`src/rtl/alu_mul_sequencer_pkg.sv`:
```
// Shared definitions for the multiply sequencer and the datapath ALU it borrows.
// Holds the ALU operation encodings, the sequencer state encoding and step-count limits.
// No logic of its own; imported by alu_mul_sequencer.
package alu_mul_sequencer_pkg;

  // ALU operation encodings, shared with the datapath ALU.
  localparam logic [3:0] ALU_ADD = 4'b0000;
  localparam logic [3:0] ALU_SUB = 4'b0001;
  localparam logic [3:0] ALU_OR  = 4'b0011;
  localparam logic [3:0] ALU_LUI = 4'b0101;
  localparam logic [3:0] ALU_SR  = 4'b0110;
  localparam logic [3:0] ALU_SL  = 4'b0111;

  // Command driven while the sequencer does not own the ALU. It happens to
  // share its encoding with ADD; operands are zero so the result is inert.
  localparam logic [3:0] ALU_IDLE_OP = 4'b0000;

  // Sequencer state encoding.
  localparam logic [1:0] ST_IDLE = 2'd0;
  localparam logic [1:0] ST_RUN  = 2'd1;
  localparam logic [1:0] ST_DONE = 2'd2;

  // Step counter: 6 bits, last legal step index is 31 (32 steps total).
  localparam int unsigned   COUNT_W   = 6;
  localparam logic [5:0]    LAST_STEP = 6'd31;

  // A RUN step is the last one when no set bits remain in the multiplier
  // after this step's shift, or when all 32 bit positions have been consumed.
  function automatic logic step_is_last(input logic       rest_zero,
                                        input logic [5:0] count);
    return rest_zero || (count == LAST_STEP);
  endfunction

endpackage

```
`src/rtl/alu_mul_sequencer.sv`:
```
// Shift-and-add multiplier controller: low DATA_WIDTH bits of A*B using the shared ALU's ADD.
// Latency: n+1 cycles from accepted start to done_o (n = multiplier bit length, 0..32), max 33.
// Backpressure: none; start_i is only sampled in IDLE and ignored (not queued) while busy_o is high.
//
// Ports:
//   clk, reset          - clock, synchronous active-high reset
//   start_i             - request pulse, accepted only in IDLE
//   multiplicand_i      - operand A, captured with the accepted start
//   multiplier_i        - operand B, captured with the accepted start
//   alu_result_i        - combinational result of the ALU for the command driven below
//   alu_operation_o     - ALU operation (ADD in RUN, neutral otherwise)
//   alu_a_o, alu_b_o    - ALU operands (accumulator / shifted multiplicand in RUN, 0 otherwise)
//   busy_o              - high in RUN and DONE; selects this block onto the ALU buses
//   done_o              - one-cycle completion pulse
//   product_o           - registered low product, held between operations
module alu_mul_sequencer
  import alu_mul_sequencer_pkg::*;
#(
  parameter int DATA_WIDTH = 32
) (
  input  logic                  clk,
  input  logic                  reset,
  input  logic                  start_i,
  input  logic [DATA_WIDTH-1:0] multiplicand_i,
  input  logic [DATA_WIDTH-1:0] multiplier_i,
  input  logic [DATA_WIDTH-1:0] alu_result_i,
  output logic [3:0]            alu_operation_o,
  output logic [DATA_WIDTH-1:0] alu_a_o,
  output logic [DATA_WIDTH-1:0] alu_b_o,
  output logic                  busy_o,
  output logic                  done_o,
  output logic [DATA_WIDTH-1:0] product_o
);

  logic [1:0]            state;
  logic [1:0]            state_nxt;
  logic [DATA_WIDTH-1:0] acc;
  logic [DATA_WIDTH-1:0] mcand;
  logic [DATA_WIDTH-1:0] mplier;
  logic [COUNT_W-1:0]    count;
  logic [DATA_WIDTH-1:0] product;

  logic                  in_run;
  logic [DATA_WIDTH-1:0] mplier_shr;
  logic                  last_step;

  assign in_run     = (state == ST_RUN);
  assign mplier_shr = mplier >> 1;
  assign last_step  = step_is_last(mplier_shr == '0, count);

  // ------------------------------------------------------------------
  // Next-state logic
  // ------------------------------------------------------------------
  always_comb begin
    state_nxt = state;
    case (state)
      ST_IDLE: begin
        if (start_i) begin
          // A zero multiplier has bit length 0: skip RUN entirely.
          state_nxt = (multiplier_i != '0) ? ST_RUN : ST_DONE;
        end
      end
      ST_RUN: begin
        if (last_step) begin
          state_nxt = ST_DONE;
        end
      end
      ST_DONE: begin
        state_nxt = ST_IDLE;
      end
      default: begin
        state_nxt = ST_IDLE;
      end
    endcase
  end

  // ------------------------------------------------------------------
  // State register
  // ------------------------------------------------------------------
  always_ff @(posedge clk) begin
    if (reset) begin
      state <= ST_IDLE;
    end else begin
      state <= state_nxt;
    end
  end

  // ------------------------------------------------------------------
  // Datapath registers
  // ------------------------------------------------------------------
  always_ff @(posedge clk) begin
    if (reset) begin
      acc     <= '0;
      mcand   <= '0;
      mplier  <= '0;
      count   <= '0;
      product <= '0;
    end else begin
      case (state)
        ST_IDLE: begin
          if (start_i) begin
            acc    <= '0;
            mcand  <= multiplicand_i;
            mplier <= multiplier_i;
            count  <= '0;
          end
        end
        ST_RUN: begin
          // The ALU is computing acc + mcand this cycle; only keep it when
          // the current multiplier bit asks for this partial product.
          if (mplier[0]) begin
            acc <= alu_result_i;
          end
          mcand  <= mcand << 1;
          mplier <= mplier_shr;
          count  <= count + 6'd1;
        end
        ST_DONE: begin
          product <= acc;
        end
        default: begin
        end
      endcase
    end
  end

  // ------------------------------------------------------------------
  // Outputs. Outside RUN the ALU command is forced neutral so a stale
  // accumulator never leaks onto the shared operand buses.
  // ------------------------------------------------------------------
  assign alu_operation_o = in_run ? ALU_ADD : ALU_IDLE_OP;
  assign alu_a_o         = in_run ? acc     : '0;
  assign alu_b_o         = in_run ? mcand   : '0;
  assign busy_o          = (state == ST_RUN) || (state == ST_DONE);
  assign done_o          = (state == ST_DONE);
  assign product_o       = product;

endmodule

```
`config.mk`:
```
export PLATFORM = sky130hd
export DESIGN_NAME = alu_mul_sequencer
export DESIGN_NICKNAME = d
export VERILOG_FILES = /design/src/rtl/alu_mul_sequencer_pkg.sv /design/src/rtl/alu_mul_sequencer.sv
export SDC_FILE = /design/constraint.sdc
export NUM_CORES = 1
export LEC_CHECK = 0
export CAP_MARGIN = 20
export CORE_MARGIN = 2
export CORE_UTILIZATION = 47
export CTS_BUF_LIST = sky130_fd_sc_hd__clkbuf_8
export CTS_CLUSTER_DIAMETER = 80
export CTS_CLUSTER_SIZE = 28
export DETAILED_ROUTE_END_ITERATION = 8
export PLACE_DENSITY = 0.88
export SYNTH_ARGS = -nofsm -noshare
export SYNTH_HDL_FRONTEND = slang
export SYNTH_SLANG_ARGS = --single-unit
```
`constraint.sdc`:
```
create_clock -name clk -period 1.8 [get_ports clk]
set_input_delay 0.18 -clock clk [delete_from_list [all_inputs] [get_ports clk]]
set_output_delay 0.18 -clock clk [all_outputs]
set_load 0.05 [all_outputs]
```
Word-level counts from Yosys, hierarchy flattened:

Cells that the tools add are included.

* add/sub/neg operators: 1
* multiply operators: 0
* divide/modulo/power cells: 0
* magnitude comparators: 0
* eq/ne operators: 6
* shifts and indexed selects: 0
* mux-type cells: 15
* bitwise logic cells: 0
* reduce and logical (&&, ||, !) cells: 9

Operators with widths (number)
* 2-to-1 mux 32 bit: 6
* case mux 32 bit (2 select lines): 3
* logical NOT 32 bit: 1
* nonzero test 32 bit: 1
* case mux 6 bit (2 select lines): 1
* adder 6 x 1 -> 6 bit, second input constant: 1
* == test 6 x 5 -> 1 bit, second input constant: 1
* 2-to-1 mux 2 bit: 3
* 2-to-1 mux 6 bit: 1
* inequality test 2 bit, second input constant: 2
* case mux 2 bit (2 select lines): 1
* AND reduction 2 bit: 2
* AND reduction 3 bit: 1
* == test 2 x 1 -> 1 bit, second input constant: 1
* == test 2 bit, second input constant: 1
* logical NOT 2 bit: 1
* logical OR 1 bit: 2
* inequality test 2 x 1 -> 1 bit, second input constant: 1
* nonzero test 2 bit: 1

* register bits after elaboration: 136
* latch bits: 0
* bits in writable memories: 0
* bits in read-only memories: 0
* input port bits: 99
* logic and storage cells: 37
* memories kept: 0

Longest topological paths before layout:

Gate-level depths: netlist of run 1.

* word-level depth: 4
* depth in mapped cells: 9
* depth with buffers taken out: 7

Worst setup path after synthesis of run 1:

No wires, ideal clock.

* path type: register to output
* from: reg state[1]
* to: out alu_b_o[10]
* arrival time: 1646 ps
* required time: 1620 ps
* setup slack: -26 ps
* stages on the path, launching flop included: 7
* path through: dfxtp_1 -> inv_1 -> ha_1 -> buf_2 -> buf_2 -> clkbuf_1 -> and2_1

* cells in the longest elaborated chain, start to end: 2

RTL lines
* from (decl): RTL line alu_mul_sequencer.sv:35 `logic [1:0] state;`
* from (signal assigned): RTL line alu_mul_sequencer.sv:84 `state <= state_nxt;`
* == test 2 x 1 -> 1 bit: RTL line alu_mul_sequencer.sv:47 `assign in_run = (state == ST_RUN);`
* 2-to-1 mux 32 bit: RTL line alu_mul_sequencer.sv:133 `assign alu_b_o = in_run ? mcand : '0;`
* to (decl): RTL line alu_mul_sequencer.sv:29 `output logic [DATA_WIDTH-1:0] alu_b_o,`

No other way between the ends.

Worst setup path in the final report of run 1:

* from: reg state[1]
* to: out alu_b_o[29]

Same word-level chain as after synthesis.

==> key figures, run 1 <==
Logic synthesis
  – Post-Synth Simple-Gate Area: 0.2227
  – Post-synth top area share: 0.4709
  – Area contributors post-synth: dfxtp_1 (47%), mux2i_1 (11%), nor2_1 (8.7%)
  – Ys async rst share: 0
  – Synth Instances: 641
  – Register area share after synthesis: 0.4709
  – Seq cells post-synth: 136
  – Yosys top cell by area: dfxtp_1
  – Netlist cell types: 34
  – Number of synthesized flops with an enable pin: 0
  – Avg Inst Size Synth: 9.020 um^2
  – Compound-Gate Fraction of Synth Area: 0.1292
  – Yosys warning count: 0
  – Top_reg_cell synth: dfxtp_1
  – Adder-Cell Fraction of Synth Area: 0.008656
  – Synth Cell Area: 5782 um^2
  – Fraction of synthesized area in multiplexers: 0.1134
  – Synth Area in XOR/XNOR: 0.006059
  – Synth cell count leaders: dfxtp_1 (136), nor2_1 (134), and2_1 (64), mux2i_1 (64), nor3_1 (36)
  – Most numerous cell in the Yosys netlist: dfxtp_1
  – Largest family of logic cells by synthesized area: simple AND/OR/NAND/NOR gates

CTS
  – Clock sink total: 136
  – CTS Buffer Depth: 2
  – CTS tree: done
  – H-tree level count: 4
  – Root Driver: clkbuf_8
  – Clock slew seen by the registers of the worst setup and hold paths: 0.08 ns
  – # hold bufs at CTS: 0
  – Num CTS Buffers: 17
  – Clock latency on the worst-skew pair: 0.45 ns

Route
  – Max layer used: met4
  – DRC: 0
  – Vias per Instance: 5.738
  – DRT iter0 DRCs: 351
  – Drt wl/cell: 18.70 um
  – Final WL: 18.37 mm
  – Vias: 5635
  – WL met3: 1.869 mm
  – DRT antenna net count: 0
  – Initial DRT Pass Iterations: 6
  – Met1 wire length: 6.942 mm
  – WL met2: 9.087 mm

Power
  – Flop pwr share: 0.396
  – Int Pwr: 6215 uW
  – Part of the power in the clock network: 0.315
  – Comb pwr share: 0.289
  – Net Sw Frac: 0.3159
  – Power density over cell area: 974.3 nW/um^2
  – Peak supply drop: 623.8 uV
  – P_leak: 0.003815 uW
  – Sw Pwr: 2870 uW

Cells and area
  – Non-filler cells, final: 982
  – Area grow syn2layout: 61.29%
  – Antenna cells: 0
  – Final net count: 925
  – Layout cells sized above 1: 0.2347
  – Fill cells: 715

Die
  – Cell Rows: 40
  – Chip height: 114.9 um
  – Die area: 13200 um^2
  – # IOs: 201
  – Starting density of the core: 0.4814
  – Die width: 114.9 um
  – Core box area: 12010 um^2

Placed design
  – Detail Placement HPWL: 12.24 mm
  – GPL Wtd Cong: 0.8059
  – Post-Place Cells: 944
  – Port Buffers: 196

Critical path
  – WP data required: 1.62 ns
  – CP Max Fanout: 24
  – Crit path kind: reg -> out
  – Crit start category: flip-flop
  – FF-to-FF path depth: 8
  – Crit path DAT: 1.59 ns
  – Setup crit end kind: output port

Global route
  – Initial antenna violation count: 0
  – Largest net degree at the start of global routing: 65
  – Grt total ovfl: 0
  – Vias in the first global route: 5776
  – First-pass GRT wire length: 28.62 mm
  – Tot GR Track Use: 0.2740

STA
  – Worst Tran Pin Value: 0.5315 ns
  – Max_slew headroom: 0.6470
  – Slew Viols, Final: 0
  – Final worst path period share: 0.9820
  – Worst Skew: 0.008142 ns
  – Post-Route Setup TNS: 0 ns
  – Final setup violation count: 0
  – RSZ-0062 raised after global routing: yes
  – FMAX: 565.7 MHz
  – Final hold vios: 0
  – Post-route minimum period: 1.768 ns

Job
  – Max-capacitance violation count: 0

Min path
  – Worst hold path class: in -> reg
  – Worst Hold Path Cells: 2

Outcome
  – Status: completed
## kinds of logic after synthesis
kind of cell    after synthesis
other cells                   1
xor+xnor                      4
compound gates              104
fa+ha+maj                     4
buf+inv                      63
simple gates                264
mux                          65
flops                       136
## critical path, stage by stage (launching register included)
cell     delay [ns]
dfxtp_2        0.33
inv_2          0.07
ha_4           0.22
buf_16         0.19
and2_4         0.18
buf_12         0.13
## per-layer routing
metal,GRT usage,vias up
met5,0,-
met4,0.1068,0
met3,0.1165,47
met2,0.4612,295
met1,0.3081,2685
li1,-,2608
## power groups by stage
stage	clock [uW]	combinational [uW]	sequential [uW]
after floorplan	0	1480	3560
after global placement	0	2260	3600
after detailed placement	0	2360	3640
after CTS	2890	2550	3580
after global routing	3000	2800	3640
final	2860	2620	3600
## layout by cell type (no fill, tap or decap), types with 3 or more instances in the layout
master	n
and2_1	12
nor2_1	134
nor3_1	36
dlygate4sd2_1	21
clkbuf_8	21
nor4_1	10
nor4_2	4
and2_4	39
a211oi_1	30
buf_12	74
dlymetal6s2s_1	10
clkinvlp_4	4
a22oi_2	3
mux2i_1	62
conb_1	4
bufinv_16	4
xor2_1	3
nand4_1	7
o22ai_1	31
dfxtp_1	134
nand2_1	3
and2_2	13
clkdlybuf4s50_1	97
a22oi_1	31
buf_4	9
inv_1	3
## cell type report
cell class                 instances  area, um^2  share of cell area
multi-input combinational        445        2982              0.3197
inverter                           4       15.01            0.001610
clock inverter                    11       168.9             0.01811
sequential                       136        2725              0.2922
tap                              147       183.9             0.01972
clock buffer                      21       289.0             0.03099
timing repair buffer             218        2962              0.3176
## flip-flops by register name, indices dropped and copies added, names as in the netlist
register,flops
acc,32
mcand,32
mplier,32
product_o,32
count,6
state,2
## what timing repair did
item	4_1_cts	5_1_grt
pin swaps	1	18
setup buffers	4	0
endpoints found under the setup margin	89	118
endpoints found under the hold margin	0	0
resized for setup	46	52
cloned	2	1
## through the flow
stage                     hold WS, ns    util  total power, uW  worst slack (ns)  area (um^2)
after floorplan                0.3413       -             5049           0.05160         5831
after global placement         0.4713  0.7151             5867           0.04707         8589
after detailed placement       0.4866  0.7151             5994         -0.007169         8589
after CTS                      0.1480  0.7657             9011         -0.002309         9198
after global routing           0.1689  0.7764             9439          -0.08733         9325
final                          0.1662  0.7764             9086           0.03234         9325
## worst paths after layout
check / start / end / slack [ns]
max: state[1] / alu_b_o[29] / 0.03
min: reset / mplier[31] / 0.17
min reg2reg: product_o[5] / product_o[5] / 0.49
max reg2reg: state[1] / acc[0] / 0.03
Note: power is estimated with default switching activity, not from simulation.
==> run 2, diff against run 1 <==
--- a/config.mk
+++ b/config.mk
@@ -12,7 +12,9 @@
 export CTS_CLUSTER_DIAMETER = 80
 export CTS_CLUSTER_SIZE = 28
 export DETAILED_ROUTE_END_ITERATION = 8
-export PLACE_DENSITY = 0.88
+export PLACE_DENSITY_LB_ADDON = 0.25
+export REMOVE_ABC_BUFFERS = 1
+export SETUP_SLACK_MARGIN = 0.3
 export SYNTH_ARGS = -nofsm -noshare
 export SYNTH_HDL_FRONTEND = slang
 export SYNTH_SLANG_ARGS = --single-unit
==> run 2 against run 1 <==
Against the previous run:
- the flow now finishes with violations (negative setup slack)
- register-to-register slack worse by 0.13 ns
- via count increased by 10%
- routed wire length rose by 26%
- global-route usage increased by 0.59 points
- clock power down 4%
- fmax shrank 6.8%
- clock skew increased by 0.0063 ns
- setup slack lost 0.13 ns
- critical endpoint is now mcand[3]
- largest cell class unchanged
==> key figures, run 2 (synthesis results as in run 1) <==
Die
  – Cell Rows: 40 (unchanged)
  – Die width: 114.9 um (unchanged)
  – Starting density of the core: 0.4814 (unchanged)
  – Core box area: 12010 um^2 (unchanged)
  – # IOs: 201 (unchanged)
  – Chip height: 114.9 um (unchanged)
  – Die area: 13200 um^2 (unchanged)

Placed design
  – GPL Wtd Cong: 0.8164 (+1.3%)
  – Port Buffers: 196 (unchanged)
  – Detail Placement HPWL: 11.59 mm (-5.3%)

Critical path
  – Crit path DAT: 2.22 ns (+0.63 ns)
  – Crit start category: flip-flop
  – Crit path kind: reg -> reg
  – Critical path's top delay family: buffers and inverters
  – Crit-path cells: buf_6 -> ha_4 -> buf_6 -> mux2_4 -> buf_4 -> buf_6 -> buf_16 -> o22ai_2 -> nor3_1
  – Buf+Inv Stages, Crit Path: 5 (+2)
  – CP Max Fanout: 7 (-71%)
  – Critical Path Slowest Stage Cell: dfxtp_2
  – Setup crit end kind: flip-flop
  – WP data required: 2.12 ns (+0.50 ns)
  – Delay of the slowest cell on the worst path: 0.34 ns (about the same)
  – Top cell by count, worst path: buf_6

Cells and area
  – Most frequent cells in the layout: dfxtp_1 (129), nor2_1 (101), clkdlybuf4s50_1 (97)
  – Final net count: 971 (+5.0%)
  – Core Util, Final: 0.8936 (+0.1173)
  – Area grow syn2layout: 85.65%
  – Antenna cells: 0 (unchanged)
  – Layout cells sized above 1: 0.4563 (+0.2216)
  – Commonest non-fill, non-tap cell in the layout: dfxtp_1

Outcome
  – Failing checks: negative setup slack
  – Status: complete, but fails checks

Global route
  – Grt total ovfl: 0 (unchanged)
  – Initial antenna violation count: 0 (unchanged)
  – Vias in the first global route: 5839 (+1.1%)
  – Largest net degree at the start of global routing: 76 (+17%)
  – First-pass GRT wire length: 29.33 mm (+2.5%)
  – Tot GR Track Use: 0.2799 (+0.005876)

STA
  – Post-Route Setup TNS: -2.883 ns (-2.883 ns)
  – Max_slew headroom: 0.6012 (-0.04586)
  – RSZ-0062 raised after global routing: yes
  – Setup WS post-layout: -0.09737 ns (-0.1297 ns)
  – Slew Viols, Final: 0 (unchanged)
  – Final hold vios: 0 (unchanged)
  – FMAX: 527.0 MHz (-6.8%)
  – Post-route minimum period: 1.897 ns (+0.1297 ns)
  – Final setup violation count: 88 (+88)
  – Final worst path period share: 1.054 (+0.07206)
  – Worst Tran Pin Value: 0.5982 ns (+0.06667 ns)
  – Worst Skew: 0.01445 ns (+0.006304 ns)

Route
  – Initial DRT Pass Iterations: 5 (-1)
  – Vias per Instance: 6.036 (+5.2%)
  – DRC: 0 (unchanged)
  – Final WL: 23.14 mm (+26%)
  – Vias: 6205 (+10%)
  – Drt wl/cell: 22.51 um (+20%)
  – DRT iter0 DRCs: 687 (+96%)
  – DRT antenna net count: 0 (unchanged)

Power
  – Power density over cell area: 998.8 nW/um^2 (+2.5%)
  – Tot Pwr: 10720 uW (+18%)
  – P_leak: 0.004094 uW (+7.3%)
  – Peak supply drop: 604.2 uV (-3.1%)

CTS
  – Clock latency on the worst-skew pair: 0.44 ns (about the same)
  – Root Driver: clkbuf_8
  – H-tree level count: 4 (unchanged)
  – Clock sink total: 136 (unchanged)
  – Clock slew seen by the registers of the worst setup and hold paths: 0.09 ns (about the same)
  – CTS tree: done
  – CTS Buffer Depth: 2 (unchanged)
  – Num CTS Buffers: 17 (unchanged)

Job
  – Max-capacitance violation count: 0 (unchanged)

Min path
  – Worst hold path class: in -> reg
## run 2: changes by cell type in the layout (fill, tap and decap cells not counted), sizes merged, moves of 3 or more
cell           before  now
inv                 4    7
clkinv              3    6
dlymetal6s2s       10    0
buf                89  125
clkdlybuf4s15       0   10
dlygate4sd2        21    0
clkbuf             22   45
## run 2: per-stage QoR
step	hold slack (ns)	cells	setup WS, ns	cell area, um^2
CTS	0.09517	996	-0.04952	9761
floorplan	0.2524	585	-2.182	5528
finish	0.1603	1028	-0.09737	10730
detailed placement	0.4797	945	-0.09622	8549
global route	0.1413	1028	-0.1548	10730
global placement	0.4736	945	0.009947	8549
## run 2: timing repair
action                     CTS  global route
cloned                      10             6
hold buffers                 0             0
resized for setup          206           182
setup endpoints to repair  199           192
buffers inserted             9            26
pin swaps                   49            69
## run 2: routing by layer
metal | up-vias | track usage | wire length, um
li1 | 2722 | - | -
met1 | 2988 | 0.3279 | 8614
met2 | 406 | 0.4902 | 11610
met5 | - | 0 | 0
met4 | 0 | 0.1092 | 1030
met3 | 89 | 0.07222 | 1884
## run 2: worst register-to-register path: cells and delay by family, from the launching register on
family,cells,cell delay [ns]
buf+inv,5,0.69
flops,1,0.34
mux,1,0.33
fa+ha+maj,1,0.21
compound gates,1,0.14
simple gates,1,0.07
## run 2: cell type report
| class | instances | area, um^2 |
|---|---|---|
| timing repair buffer | 261 | 3467 |
| multi-input combinational | 448 | 3915 |
| tap | 147 | 183.9 |
| fill | 503 | 1277 |
| clock buffer | 17 | 234.0 |
| sequential | 136 | 2731 |
| inverter | 4 | 15.01 |
| clock inverter | 15 | 187.7 |
## run 2: final timing paths
kind | startpoint | end | slack [ns] | depth (start not counted)
min | reset | count[1] | 0.16 | 2
max reg2reg | state[0] | mcand[3] | -0.1 | 9
max | state[0] | mcand[3] | -0.1 | 9
min reg2reg | product_o[18] | product_o[18] | 0.49 | 2
## run 2: power by group
group | total (uW) | switching, uW | internal, uW
clock | 2740 | 1240 | 1490
combinational | 4210 | 2060 | 2150
sequential | 3780 | 450 | 3320
==> run 3, diff against run 2 <==
--- a/config.mk
+++ b/config.mk
@@ -5,9 +5,10 @@
 export SDC_FILE = /design/constraint.sdc
 export NUM_CORES = 1
 export LEC_CHECK = 0
+export ABC_AREA = 1
 export CAP_MARGIN = 20
 export CORE_MARGIN = 2
-export CORE_UTILIZATION = 47
+export CORE_UTILIZATION = 48
 export CTS_BUF_LIST = sky130_fd_sc_hd__clkbuf_8
 export CTS_CLUSTER_DIAMETER = 80
 export CTS_CLUSTER_SIZE = 28
==> run 3 against run 2 <==
Against the previous run:
- the run still ends with negative setup slack left
- synthesized area is 6.4% higher
- cell count is 25% higher
- core utilization is 2.2 points lower
- critical endpoint is now mplier[17]
- highest routed layer unchanged
==> key figures, run 3 <==
Logic synthesis
  – Yosys warning count: 0 (unchanged)
  – Most numerous cell in the Yosys netlist: nand2_1
  – Yosys top cell by area: dfxtp_1
  – Number of synthesized flops with an enable pin: 0 (unchanged)
  – Synth cell count leaders: nand2_1 (250), dfxtp_1 (136), nor2_1 (110)
  – Register area share after synthesis: 0.4426 (-0.02826)
  – Netlist cell types: 28 (-18%)
  – Avg Inst Size Synth: 6.896 um^2 (-24%)
  – Top_reg_cell synth: dfxtp_1
  – Synth Instances: 892 (+39%)
  – Ys async rst share: 0 (unchanged)
  – Seq cells post-synth: 136 (unchanged)
  – Synth Cell Area: 6151 um^2 (+6.4%)
  – Post-synth top area share: 0.4426 (-0.02826)
  – Area contributors post-synth: dfxtp_1 (44%), nand2_1 (15%), nor2_1 (6.7%)

CTS
  – CTS tree: done
  – Num CTS Buffers: 17 (unchanged)
  – Clock slew seen by the registers of the worst setup and hold paths: 0.09 ns (about the same)
  – Clock latency on the worst-skew pair: 0.46 ns (+0.02 ns)
  – Clock sink total: 136 (unchanged)
  – CTS Buffer Depth: 2 (unchanged)
  – H-tree level count: 4 (unchanged)
  – Root Driver: clkbuf_8
  – # hold bufs at CTS: 0 (unchanged)

Die
  – Die area: 13740 um^2 (+4.0%)
  – Core box area: 12570 um^2 (+4.6%)
  – Chip height: 117.2 um (+2.0%)
  – # IOs: 201 (unchanged)
  – Cell Rows: 41 (+2.5%)
  – Die width: 117.2 um (+2.0%)
  – Starting density of the core: 0.4894 (+0.008044)

Job
  – Max-capacitance violation count: 0 (unchanged)

Critical path
  – FF-to-FF path depth: 10 (+1)
  – Crit start category: flip-flop
  – CP startpoint: state[0]
  – Setup crit end kind: flip-flop
  – Crit path DAT: 2.38 ns (+0.16 ns)
  – CP Max Fanout: 18 (+11)
  – WP data required: 2.14 ns (+0.02 ns)
  – Crit path to: mplier[17]
  – Crit path kind: reg -> reg
  – Worst R2R Start: state[0]
  – Flop-to-flop setup slack: -0.23 ns (-0.13 ns)
  – R2R Path End: mplier[17]

Placed design
  – Dpl cell area: 8841 um^2 (+3.4%)
  – Detail Placement HPWL: 12.35 mm (+6.5%)
  – Post-Place Cells: 1218 (+29%)
  – GPL Wtd Cong: 0.8537 (+4.6%)
  – Dpl ws: 0.01478 ns (+0.1110 ns)
  – Port Buffers: 196 (unchanged)

Min path
  – Worst Hold Path Cells: 3 (+1)
  – Worst hold path class: in -> reg

Cells and area
  – Most frequent cells in the layout: nand2_1 (180), dfxtp_1 (134), nor2_1 (109)
  – Fill cells: 574 (+14%)
  – Final net count: 1207 (+24%)
  – Layout cells sized above 1: 0.3411 (-0.1152)
  – Antenna cells: 0 (unchanged)
  – Final Cell Area: 10950 um^2 (+2.0%)
  – Commonest non-fill, non-tap cell in the layout: nand2_1
  – Area grow syn2layout: 78.07%
  – Non-filler cells, final: 1289 (+25%)

Global route
  – Vias in the first global route: 6953 (+19%)
  – First-pass GRT wire length: 35.04 mm (+19%)
  – Initial antenna violation count: 0 (unchanged)
  – Tot GR Track Use: 0.3312 (+0.05137)
  – Largest net degree at the start of global routing: 67 (-12%)
  – Grt total ovfl: 0 (unchanged)

Route
  – Vias per Instance: 5.960 (-1.3%)
  – Vias: 7683 (+24%)
  – DRT iter0 DRCs: 982 (+43%)
  – DRC: 0 (unchanged)
  – Initial DRT Pass Iterations: 5 (unchanged)
  – Drt wl/cell: 21.67 um (-3.7%)
  – Final WL: 27.93 mm (+21%)
  – DRT antenna net count: 0 (unchanged)

Power
  – Power density over cell area: 1634 nW/um^2 (+64%)
  – Peak supply drop: 920.0 uV (+52%)
  – P_leak: 0.004937 uW (+21%)
  – Tot Pwr: 17900 uW (+67%)

STA
  – Slew Viols, Final: 0 (unchanged)
  – Setup WS post-layout: -0.2318 ns (-0.1344 ns)
  – Final hold vios: 0 (unchanged)
  – Final hold slack: 0.2903 ns (+0.1300 ns)
  – Max_slew headroom: 0.4223 (-0.1789)
  – Worst Tran Pin Value: 0.8654 ns (+0.2672 ns)
  – Post-route minimum period: 2.032 ns (+0.1344 ns)
  – FMAX: 492.2 MHz (-6.6%)
  – Final worst path period share: 1.129 (+0.07468)
  – RSZ-0062 raised after global routing: yes
  – Final setup violation count: 167 (+90%)
  – Worst Skew: 0.01684 ns (+0.002393 ns)

Outcome
  – Status: complete, but fails checks
  – Failing checks: negative setup slack
==> run 3: changes by cell type in the layout (fill, tap and decap cells not counted), sizes merged, moves of 64 or more <==
cell,before,now
and2,64,0
inv,7,77
mux2i,64,0
nand2,4,254
nand3,0,66
o21ai,0,68
==> run 3: how the worst min path moves through the flow <==
stage                 startpoint       end  slack [ns]
2_1_floorplan              reset    acc[0]        0.25
4_1_cts                    reset  state[1]        0.25
3_5_place_dp            count[0]  count[0]        0.47
6_report       multiplicand_i[1]  mcand[1]        0.29
3_3_place_gp            count[0]  count[0]        0.46
5_1_grt         alu_result_i[31]   acc[31]        0.31
==> run 3: layer usage <==
metal,vias to the layer above,routed length [um],global-route usage
li1,3317,-,-
met1,3584,9853,0.4081
met2,602,13010,0.5226
met3,180,3262,0.1081
met4,0,1804,0.1624
met5,-,0,0
==> run 3: logic make-up (layout without fill, tap and decap cells) <==
kind of cell | after synthesis | after routing | synth area share
AND/OR/NAND/NOR | 436 | 438 | 0.2854
AO/OA/AOI/OAI | 171 | 171 | 0.1542
buffers and inverters | 142 | 362 | 0.1062
flip-flops | 136 | 136 | 0.4426
adder cells (fa/ha/maj) | 4 | 4 | 0.008137
XOR/XNOR | 2 | 2 | 0.002848
other | 1 | 4 | 0.0006097
==> run 3: critical path, cell delays in order, from the launching register on <==
cell and delay [ns]:
dfxtp_2 0.34, buf_6 0.12, ha_4 0.20, buf_6 0.14, buf_6 0.11, buf_6 0.12
o21ai_4 0.23, inv_8 0.12, buf_12 0.18, o21ai_0 0.25, a31oi_1 0.10
==> run 3: timing repair <==
| action | CTS | global route |
|---|---|---|
| pin swaps | 39 | 28 |
| gates resized for setup | 281 | 161 |
| buffers inserted | 14 | 4 |
| endpoints found under the setup margin | 196 | 194 |
| gates cloned | 11 | 10 |
==> run 3: metrics by stage <==
step	util	TNS, ns
detailed placement	0.7034	0
floorplan	-	-323.93
CTS	0.8121	-0.7988
global route	0.8715	-18.70
global placement	0.7034	0
finish	0.8715	-14.56
==> run 3: area by class of cell <==
cell class	count	area (um^2)	share of cell area
sequential	136	2725	0.2488
clock buffer	20	275.3	0.02513
timing repair buffer	255	3573	0.3263
multi-input combinational	619	3646	0.3329
tap	172	215.2	0.01965
clock inverter	12	148.9	0.01359
inverter	75	369.1	0.03370
==> run 3: power breakdown <==
| part | total (uW) | leakage, uW | internal [uW] | switching, uW |
|---|---|---|---|---|
| clock network | 2770 | 0.000212 | 1470 | 1290 |
| logic | 10500 | 0.00361 | 4230 | 6270 |
| registers | 4630 | 0.00111 | 3820 | 814 |
